**src/rtl/ahb_ram_slave_if.sv**
```systemverilog
// AHB-Lite slave front end for the byte-addressed data RAM: turns address/data-phase
// pipelining into single-cycle RAM strobes and produces the two-cycle ERROR response.
module ahb_ram_slave_if #(
    parameter int ADDR_BITS = 6
) (
    input  logic        clk,
    input  logic        reset,
    input  logic        hsel,
    input  logic [31:0] haddr,
    input  logic [1:0]  htrans,
    input  logic        hwrite,
    input  logic [2:0]  hsize,
    input  logic [31:0] hwdata,
    input  logic        hready,
    output logic        hreadyout,
    output logic        hresp,
    output logic [31:0] hrdata,
    output logic        sel_1,
    output logic        rd_en_ram,
    output logic        wr_en_ram,
    output logic [31:0] address_ram,
    output logic [31:0] wr_data,
    output logic [2:0]  hsize_ram,
    input  logic [31:0] rd_data
);

    typedef enum logic [2:0] {
        S_IDLE, S_WRITE, S_RD_WAIT, S_RD_DATA, S_ERR1, S_ERR2
    } state_t;

    state_t               state_q, state_d;
    logic [ADDR_BITS-1:0] addr_q, addr_d;
    logic [2:0]           size_q, size_d;
    logic [31:0]          hrdata_q, hrdata_d;
    logic                 accept, bad;
    logic                 unused;

    assign unused = htrans[0];

    always_comb begin
        // Only the final cycle of a data phase can overlap the next address phase.
        accept = (state_q inside {S_IDLE, S_WRITE, S_RD_DATA, S_ERR2})
                 && hsel && hready && htrans[1];
        bad    = (hsize > 3'b010)
                 || (hsize == 3'b001 && haddr[0])
                 || (hsize == 3'b010 && haddr[1:0] != 2'b00)
                 || (haddr[31:ADDR_BITS] != '0);

        state_d  = S_IDLE;
        addr_d   = addr_q;
        size_d   = size_q;
        hrdata_d = hrdata_q;

        case (state_q)
            S_RD_WAIT: state_d = S_RD_DATA;
            S_ERR1:    state_d = S_ERR2;
            default: begin
                if (accept) begin
                    if (bad)         state_d = S_ERR1;
                    else if (hwrite) state_d = S_WRITE;
                    else             state_d = S_RD_WAIT;
                end
            end
        endcase

        if (accept) begin
            addr_d = haddr[ADDR_BITS-1:0];
            size_d = hsize;
        end
        if (state_q == S_RD_DATA) hrdata_d = rd_data;
    end

    always_ff @(posedge clk) begin
        if (reset) begin
            state_q  <= S_IDLE;
            addr_q   <= '0;
            size_q   <= '0;
            hrdata_q <= '0;
        end else begin
            state_q  <= state_d;
            addr_q   <= addr_d;
            size_q   <= size_d;
            hrdata_q <= hrdata_d;
        end
    end

    // Bus response depends on state alone; no combinational path from AHB inputs.
    always_comb begin
        hreadyout   = !(state_q inside {S_RD_WAIT, S_ERR1});
        hresp       = state_q inside {S_ERR1, S_ERR2};
        sel_1       = state_q inside {S_WRITE, S_RD_WAIT};
        wr_en_ram   = (state_q == S_WRITE);
        rd_en_ram   = (state_q == S_RD_WAIT);
        wr_data     = (state_q == S_WRITE) ? hwdata : 32'h0;
        address_ram = {{(32-ADDR_BITS){1'b0}}, addr_q};
        hsize_ram   = size_q;
        hrdata      = (state_q == S_RD_DATA) ? rd_data : hrdata_q;
    end

endmodule

```
**config.mk**
```make
export PLATFORM = sky130hd
export DESIGN_NAME = ahb_ram_slave_if
export DESIGN_NICKNAME = d
export VERILOG_FILES = /design/src/rtl/ahb_ram_slave_if.sv
export SDC_FILE = /design/constraint.sdc
export NUM_CORES = 1
export LEC_CHECK = 0
export CAP_MARGIN = 40
export CORE_MARGIN = 4
export CORE_UTILIZATION = 28
export CTS_CLUSTER_DIAMETER = 150
export DETAILED_ROUTE_END_ITERATION = 12
export PLACE_DENSITY = 0.85
export SLEW_MARGIN = 20
export SYNTH_ARGS = -nofsm -noshare
export SYNTH_HDL_FRONTEND = slang
export SYNTH_SLANG_ARGS = --single-unit
export TNS_END_PERCENT = 5
```
**constraint.sdc**
```tcl
create_clock -name clk -period 1.3 [get_ports clk]
set_input_delay 0.26 -clock clk [delete_from_list [all_inputs] [get_ports clk]]
set_output_delay 0.26 -clock clk [all_outputs]
set_load 0.05 [all_outputs]
```
-- Word level (Yosys, flattened, before mapping)
Index checks and enable logic that the tools add are counted.
- output and inout bits: 104
- input port bits: 106
- register bits after elaboration: 44
- word-level logic and storage cells: 34
- eq/ne operators: 7
- muxes and demuxes: 6
- order comparisons: 1
- reduce and logical (&&, ||, !) cells: 16
- operators by type and width (operator ; number):
    $mux 32 ; 2
    $reduce_bool 26->1 ; 1
    $eq 3x2->1 const B ; 3
    $reduce_bool 2->1 ; 4
    $eq 3x1->1 const B ; 2
    $eq 3x3->1 const B ; 2
    $mux 3 ; 2
    $pmux 3 s2 ; 1
    $logic_and 1x1->1 ; 5
    $reduce_bool 4->1 ; 1
    $gt 3x2->1 const B ; 1
    $logic_not 3->1 ; 1
    $logic_or 1x1->1 ; 3
    $mux 2 ; 1
    $logic_not 1->1 ; 1

-- Longest topological paths before layout
- depth after elaboration: 8
- depth in mapped cells: 6
- depth with buffers taken out: 4

-- Least setup slack after synthesis
OpenSTA, ideal clock, no wires.
- kind: reg-to-output
- start: register state_q[1]
- end: output port wr_data[22]
- stages on the path, launching flop included: 5
- setup slack: -810 ps
- path buffers: 1
- data required time: 1040 ps
- arrival time: 1850 ps
- cells stage by stage: dfxtp_1 -> nand2b_2 -> nor2_1 -> clkbuf_1 -> and2_1
- cells in the longest elaborated chain, start to end: 2
- RTL lines (element ; line ; RTL):
    start: declaration ; 31 ; state_t state_q, state_d;
    start signal: assignment ; 80 ; state_q <= state_d;
    $eq 3x1->1 ; - ;
    net wr_en_ram ; 20 ; output logic wr_en_ram,
    $mux 32 ; 94 ; wr_data = (state_q == S_WRITE) ? hwdata : 32'h0;
    end: declaration ; 22 ; output logic [31:0] wr_data,
The timed path passes the listed nets, and every way through them passes these cells.

-- Final worst setup path
- start: register state_q[2]
- end: output port hrdata[10]
- cells in the longest elaborated chain, start to end: 2
- RTL lines (element ; line ; RTL):
    $eq 3x2->1 ; 97 ; hrdata = (state_q == S_RD_DATA) ? rd_data : hrdata_q;
    $mux 32 ; 97 ;
    end: declaration ; 17 ; output logic [31:0] hrdata,
No other way between the ends.

==> impl_metrics.tcl <==
set metrics [dict create \
    outcome "finished, violations left" \
    violations "setup timing" \
    seq_area_frac_synth_pct 37.9 \
    ys_ff_latch 44 \
    yosys-top-cells-area "dfxtp_1 38%, mux2_1 16%, buf_4 10%" \
    postCtsHoldBufs 0 \
    drv_cap 0 \
    drt_iter0_drc 25 \
    area_delta_synth_final_pct 134 \
    synth_warnings 0 \
    end_kind "output port" \
    critPathLaunchType "flip-flop" \
    hp-class "reg -> reg" \
    num_vias 2443 \
    finalWorstSetupSlack_ns -0.483 \
    synthesis.area_um2 2320 \
    powerDensity_nw_per_um2 632 \
    r2r-start "state_q[1]" \
    grt_pass1_wl_mm 13.8 \
    setup_viol 100 \
    die_area_um2 9820 \
    cts_max_level 2 \
    dpl.hpwl_mm 7.31 \
    mostFrequentLayoutCell "clkdlybuf4s50_1" \
    nets 551 \
    cts_tree "yes" \
    fin_util_pct 69.0 \
    fp-row-count 32 \
    post-route-period-util_pct 137 \
    critPathMaxFanout 13 \
    crit_type "reg -> out" \
    routed_via_density 4.46 \
    gr-total-overflow 0 \
    final_cell_mix "103 x clkdlybuf4s50_1, 78 x buf_12, 42 x dfxtp_1" \
    p_total_w 0.00344 \
    cpMaxStageDelayCell "mux2_2" \
    hold_slack_ns 0.514 \
    finClkSkew_ns 0.0109 \
    grtUsageTotal_pct 17.6 \
    drtPass1Iterations 3 \
    initial_utilization_pct 29.5 \
    route.detailed.drc 0 \
    ys_types 34 \
    startpoint "state_q[2]" \
    ioPinCount 210 \
    core_area_um2 7890 \
    fillCellCount 543 \
    numCtsBuffers 5 \
    antenna_found_initial 0 \
    layout-drive-gt1-share_pct 45.1 \
    drt-wirelength-per-cell_um 16.8 \
    antenna_cells 0 \
    drv_slew 0 \
    finalHoldViolations 0 \
    synth_area_per_cell_um2 9.49 \
    fmax_mhz 561 \
    grt_max_degree 28 \
    cts_num_sinks 44 \
    cpPeakStageDelay_ns 0.38 \
    synth_area_leader_cell "dfxtp_1" \
    fin_cells 548 \
    grt_pass1_vias 2746 \
    dp.cells 536 \
    die_w_um 99.1 \
    period_minus_slack_ns 1.78 \
    fin_setup_tns_ns -30.51 \
    io_buffers 182 \
    p_leak_nw 2.28 \
    worstPathArrival_ns 1.52 \
    root_buffer "clkbuf_8" \
    antenna_left 0 \
    clk_latency_ns 0.29 \
    yosysTopAreaCellShare_pct 37.9 \
    rsz0062_at_grt "true" \
    critPathRequiredTime_ns 1.04 \
    worstPathCellList "nand3b_4 > clkbuf_16 > mux2_2 > buf_12" \
    routed_wl_mm 9.19 \
    clock_tree.buffer_depth 2 \
    hold_path_startpoint "hsize_ram[1]" \
    syn_inst 245 \
    clkTransAtPathRegs_ns 0.08 \
    cp.buffers_inverters 2 \
    dieHeight_um 99.1 \
    ir_drop_mv 0.639 \
    finalWeightedCongestion 0.793 \
    path_delay_family "multiplexers" \
]
[power by group]
part,internal (W),leakage [nW],switching (W)
registers,0.00136,0.357,0.0000146
logic,0.000498,1.86,0.000478
clock network,0.000629,0.0614,0.000465
total,0.00248,2.28,0.000958
[sequential cells by signal, indices dropped and copies added, names as in the netlist]
name and flops:
addr_q 6, hrdata_q 32, hsize_ram 3, state_q 3
[final cells by class]
class                   instances  area, um2  share of cell area, %
repair buffers                209       2860                   52.5
well taps                     102        128                   2.35
clock buffers                   6       82.6                   1.52
flip-flops and latches         44        888                   16.3
inverters                       1       6.26                  0.115
multi-input cells             184       1440                   26.5
clock inverters                 2       38.8                  0.713
[cell families after synthesis]
logic type,Yosys count,share of synthesized area [%]
buffers and inverters,42,12.1
other,1,0.161
AOI/OAI and AO/OA,28,7.54
muxes,32,15.5
DFF,44,37.9
and+or+nand+nor,98,26.9
[worst reg2reg max path, stage by stage (launching register included)]
cell and delay, ns:
dfxtp_4 0.36, nand2b_4 0.15, buf_4 0.15, o21a_1 0.12
or3_4 0.40, o32ai_2 0.25
[through the flow]
| stage | area [um2] | worst slack [ns] |
|---|---|---|
| 2_1_floorplan | 2480 | -0.282 |
| 3_3_place_gp | 5090 | -0.501 |
| 3_5_place_dp | 5090 | -0.555 |
| 4_1_cts | 5350 | -0.520 |
| 5_1_grt | 5440 | -0.534 |
| 6_report | 5440 | -0.483 |
[cell usage after synthesis, drive strengths merged]
cell,instances
nor4,6
conb,1
a21o,1
nand4,1
buf,33
nor3,2
o21ai,11
or2b,1
o22ai,1
nand2b,3
o22a,1
and3,1
a21oi,9
dlygate4sd1,1
and2,32
mux2,32
nand3b,1
o32ai,2
o31ai,1
or3,3
dfxtp,44
inv,1
or2,1
o21a,2
nor2,3
nor2b,33
nand3,11
clkbuf,7
[metal layers]
| layer | up-vias | wire length (um) | global-route usage, % | share of wire, % |
|---|---|---|---|---|
| li1 | 1168 | - | - | - |
| met1 | 1137 | 3170 | 17.8 | 35 |
| met2 | 116 | 5090 | 33.9 | 55 |
| met3 | 22 | 709 | 5.68 | 7.7 |
| met4 | 0 | 211 | 5.25 | 2.3 |
| met5 | - | 0 | 0 | 0 |
[repair_timing]
action | 4_1_cts | 5_1_grt
gates cloned | 1 | 1
gates resized for setup | 43 | 19
endpoints found under the hold margin | 0 | 0
setup endpoints to repair | 113 | 111
pin swaps | 38 | 4
setup buffers | 2 | 0
[path summary, 6_finish.rpt]
| path | endpoint | cells after the start | slack [ns] |
|---|---|---|---|
| min | hsize_ram[1] | 2 | 0.51 |
| min reg2reg | hsize_ram[1] | 2 | 0.51 |
| max | hrdata[10] | 4 | -0.48 |
| max reg2reg | state_q[0] | 5 | -0.23 |
No activity file was read; power rests on OpenSTA's default activity.
